===== src/rtl/collision_pair_scheduler.sv =====
// Walks every unordered sprite pair (i<j) through one shared pair-test datapath
// and collects the hit results into a symmetric collision matrix and hit count.
module collision_pair_scheduler #(
  parameter int SPRITES = 9,
  parameter int IDX_W   = 4,
  parameter int CNT_W   = 8
) (
  input  logic                              clk,
  input  logic                              rst_n,
  input  logic                              start,
  output logic                              busy,
  output logic                              done,
  output logic                              req_valid,
  input  logic                              req_ready,
  output logic [IDX_W-1:0]                  req_i,
  output logic [IDX_W-1:0]                  req_j,
  input  logic                              resp_valid,
  input  logic                              resp_hit,
  output logic [SPRITES-1:0][SPRITES-1:0]   collision,
  output logic [CNT_W-1:0]                  hit_count
);

  localparam logic [1:0] IDLE  = 2'd0;
  localparam logic [1:0] ISSUE = 2'd1;
  localparam logic [1:0] WAIT  = 2'd2;
  localparam logic [1:0] DONE  = 2'd3;

  // Indices of the final pair (S-2, S-1); clamped so S=1 builds stay legal.
  localparam logic [IDX_W-1:0] LAST_I = IDX_W'((SPRITES >= 2) ? SPRITES - 2 : 0);
  localparam logic [IDX_W-1:0] LAST_J = IDX_W'((SPRITES >= 2) ? SPRITES - 1 : 0);

  logic [1:0] state;
  logic       accept_resp;

  assign accept_resp = (state == WAIT) && resp_valid;
  assign busy        = (state == ISSUE) || (state == WAIT);
  assign done        = (state == DONE);
  assign req_valid   = (state == ISSUE);

  always_ff @(posedge clk or negedge rst_n) begin
    if (!rst_n) begin
      state     <= IDLE;
      req_i     <= '0;
      req_j     <= '0;
      hit_count <= '0;
    end else begin
      case (state)
        IDLE: begin
          if (start) begin
            req_i     <= '0;
            req_j     <= IDX_W'(1);
            hit_count <= '0;
            state     <= (SPRITES < 2) ? DONE : ISSUE;
          end
        end
        ISSUE: begin
          if (req_ready) begin
            state <= WAIT;
          end
        end
        WAIT: begin
          if (resp_valid) begin
            if (resp_hit) begin
              hit_count <= hit_count + CNT_W'(1);
            end
            // Row-major walk of the upper triangle: next column, else next row.
            if (req_j < LAST_J) begin
              req_j <= req_j + IDX_W'(1);
            end else begin
              req_i <= req_i + IDX_W'(1);
              req_j <= req_i + IDX_W'(2);
            end
            state <= ((req_i == LAST_I) && (req_j == LAST_J)) ? DONE : ISSUE;
          end
        end
        default: begin
          state <= IDLE;
        end
      endcase
    end
  end

  // Mirror each result into both halves; the diagonal is never addressed.
  always_ff @(posedge clk or negedge rst_n) begin
    if (!rst_n) begin
      collision <= '0;
    end else if ((state == IDLE) && start) begin
      collision <= '0;
    end else if (accept_resp) begin
      for (int r = 0; r < SPRITES; r++) begin
        for (int c = 0; c < SPRITES; c++) begin
          if ((r != c) &&
              (((req_i == IDX_W'(r)) && (req_j == IDX_W'(c))) ||
               ((req_i == IDX_W'(c)) && (req_j == IDX_W'(r))))) begin
            collision[r][c] <= resp_hit;
          end
        end
      end
    end
  end

endmodule


===== config.mk =====
export PLATFORM = sky130hd
export DESIGN_NAME = collision_pair_scheduler
export DESIGN_NICKNAME = d
export VERILOG_FILES = /design/src/rtl/collision_pair_scheduler.sv
export SDC_FILE = /design/constraint.sdc
export NUM_CORES = 1
export LEC_CHECK = 0
export CAP_MARGIN = 10
export CORE_MARGIN = 5
export CORE_UTILIZATION = 48
export DETAILED_ROUTE_END_ITERATION = 6
export PLACE_DENSITY = 0.8
export REMOVE_ABC_BUFFERS = 1
export SYNTH_ARGS = -nofsm -noshare
export SYNTH_HDL_FRONTEND = slang
export SYNTH_SLANG_ARGS = --single-unit

===== constraint.sdc =====
create_clock -name clk -period 2.85 [get_ports clk]
set_clock_uncertainty 0.2 [all_clocks]
set_input_delay 0.855 -clock clk [delete_from_list [all_inputs] [get_ports clk]]
set_output_delay 0.855 -clock clk [all_outputs]
set_load 0.03 [all_outputs]

==> metrics.yaml, run 1 <==
run_status:
  status: "finished clean"
critical_path:
  critPathKind: "register to primary output"
  endpoint_kind: "primary output"
  crit_fanout: 5
  worstPathRequired_ns: 1.80
  crit_path_start_kind: "register"
  crit_arrival_ns: 1.68
timing:
  tightest_slew_ns: 0.561
  fin_crit_sh_pct: 95.9
  finalMaxSlewViolations: 0
  setup_viol: 0
  hold_ws_ns: 0.261
  hold_viol: 0
  rsz0062_at_grt: "no"
  setup_tns_ns: 0
  post-route-min-period_ns: 2.73
  finalWorstSetupSlack_ns: 0.117
  max_freq_mhz: 366
  slew_headroom_pct: 62.4
yosys:
  ys_types: 59
  syn_inst: 413
  avgSynthCellArea_sq_um: 9.18
  synthArstFlopShare_pct: 100
  synth-edff-count: 0
  synth_top_area_share_pct: 35.6
  yosys_warnings: 0
  synth_top_area_cell: "dfrtp_1"
  synth_top_flop_cell: "dfrtp_1"
  synth_area_sq_mm: 0.00379
  synth_seq_cells: 54
  ys_seq_area_share_pct: 35.6
  synth_area_leaders: "dfrtp_1 (36%), buf_4 (8.9%), mux2i_1 (8.7%)"
power:
  peakVddDrop_mv: 0.353
  finalPower_mw: 2.61
  p_per_area_mw_per_mm2: 561
  p_leak_nw: 1.87
cells_and_area:
  drive_above_1_share_pct: 7.94
  fill_cells: 666
  fin_nets: 487
  postLayoutCoreUtil_pct: 60.3
  diodes: 0
  instances_no_fill: 568
  fin_area_sq_mm: 0.00466
  synthToLayoutAreaGrowth_pct: 22.9
placement:
  post-place-ws_ns: 0.108
  dpl.cell_count: 560
  io_buffers: 96
  post_dp_cell_area_sq_mm: 0.00455
  place_congestion: 0.909
  dp.final_hpwl_mm: 7.08
clock_tree:
  htreeDepth: 2
  cts_buffer_depth: 2
  cts_sinks: 54
  clk_pin_slew_worst_paths_ns: 0.10
  cts_tree: "built"
  cts_buffers: 5
  post-cts-setup-buffers: 0
  clock_latency_ns: 0.32
  clockRootBuffer: "clkbuf_8"
routing:
  wl_mm: 9.66
  vias: 3217
  post_drt_wl_per_cell_um: 17.0
  ant_nets: 0
  drtIter0Drc: 209
  firstDrtPassIters: 5
  via_per_inst: 5.66
  route.detailed.drc: 0
die:
  rows: 32
  initial_core_util_pct: 49.1
  core_region_area_sq_mm: 0.00773
  die_area_sq_mm: 0.00978
  io-pin-count: 106
  die_w_um: 98.9
  die_y_um: 98.9
global_route:
  grt_pass1_vias: 3161
  antenna_found_initial: 0
  grt_pass1_wl_mm: 15.8
  overflow: 0
  gr-usage-all-layers_pct: 19.6
  grt_max_degree: 29
run:
  cap_violations: 0
worst_hold_path:
  hold_class: "input pin to asynchronous set/reset pin"
-- placed cells by master (no fill, tap or decap), drive strengths merged, types with 3 or more instances in the layout --
cell and n:
inv 10, nor2 31, or3 3, a21boi 3, clkbuf 8, nand3b 3
xnor2 8, a2111oi 3, nor4 7, o32ai 3, dfrtp 54, o32a 3
nor2b 5, a22oi 4, nor4b 3, ha 16, mux2i 33, nand4b 4
clkdlybuf4s50 94, nor3b 4, a21oi 7, buf 17, conb 9, o31ai 3
o22ai 4, nand2 43, nand4bb 5, nand2b 13, nand4 3, o21ai 12
nand3 8, nor3 17
-- report_power, final --
part / switching (mW) / internal [mW]
registers: 0.0722 / 0.820
logic: 0.818 / 0.402
clock network: 0.256 / 0.246
total: 1.15 / 1.47
-- critical path, stage by stage (launching register included) --
cell	delay, ns
dfrtp_1	0.43
inv_1	0.09
ha_1	0.16
clkdlybuf4s50_1	0.67
-- state kept, by name, summed over array words and instances, names as in the netlist --
signal and count:
req_i 4, state 2, collision 36, req_j 4, hit_count 8
-- final timing paths --
| kind | startpoint | endpoint | slack (ns) | cells after the start |
|---|---|---|---|---|
| hold / removal | rst_n | state[1] | 0.26 | 1 |
| hold reg to reg | collision[33] | collision[33] | 0.35 | 2 |
| setup / recovery | state[1] | req_valid | 0.12 | 3 |
| setup reg to reg | state[0] | collision[28] | 0.37 | 8 |
| min in group clk | collision[33] | collision[33] | 0.35 | 2 |
| max in group asynchronous | rst_n | collision[63] | 1.58 | 2 |
-- synthesized netlist by cell type, types with 4 or more instances --
library cell   n
nor4_1         5
nor2_1        31
xnor2_1        8
ha_1          16
mux2i_1       33
o22ai_1        4
nor3b_1        4
buf_2         11
dfrtp_1       54
nor2b_1        5
nand3_1        8
o21ai_0        4
clkbuf_1      14
o21ai_1        8
nand4bb_1      5
nand2_1       43
buf_4         45
nand4b_1       4
a21oi_1        7
nor3_1        17
a22oi_1        4
nand2b_1      13
inv_1         10
-- area by class of cell --
| type | count | area [sq um] | share of cell area, % |
|---|---|---|---|
| clock buffer | 8 | 110 | 2.36 |
| inverter | 10 | 37.5 | 0.806 |
| multi-input combinational | 282 | 1950 | 41.8 |
| sequential | 54 | 1350 | 29.0 |
| tap | 102 | 128 | 2.74 |
| timing repair buffer | 112 | 1090 | 23.3 |
-- cell families (layout without fill, tap and decap cells) --
family	Yosys count	in the layout	synth area share [%]
AOI/OAI and AO/OA	56	56	11.1
muxes	35	35	9.31
xor gates and xnor gates	9	9	2.08
DFF	54	54	35.6
buffers and inverters	85	130	13.8
other	1	9	0.0989
adders and majority gates	16	16	5.28
and+or+nand+nor	157	157	22.7
-- metal layers --
layer | track usage, % | wire length, um | vias up
met5 | 0 | 0 | -
met4 | 5.99 | 177 | 0
met3 | 3.26 | 614 | 19
met2 | 31.7 | 4470 | 147
met1 | 26.9 | 4400 | 1561
li1 | - | - | 1490
-- repair_timing --
item	CTS	global route
setup endpoints to repair	1	0
gates resized for setup	1	0
hold buffers	0	0
hold endpoints to repair	0	0
No activity file was read; power rests on OpenSTA's default activity.
==> inputs of run 2 (changes only) <==
- CTS_CLUSTER_SIZE: not set -> 16
==> results of run 2 <==
Final layout, timing and power as in run 1 (identical DEF).
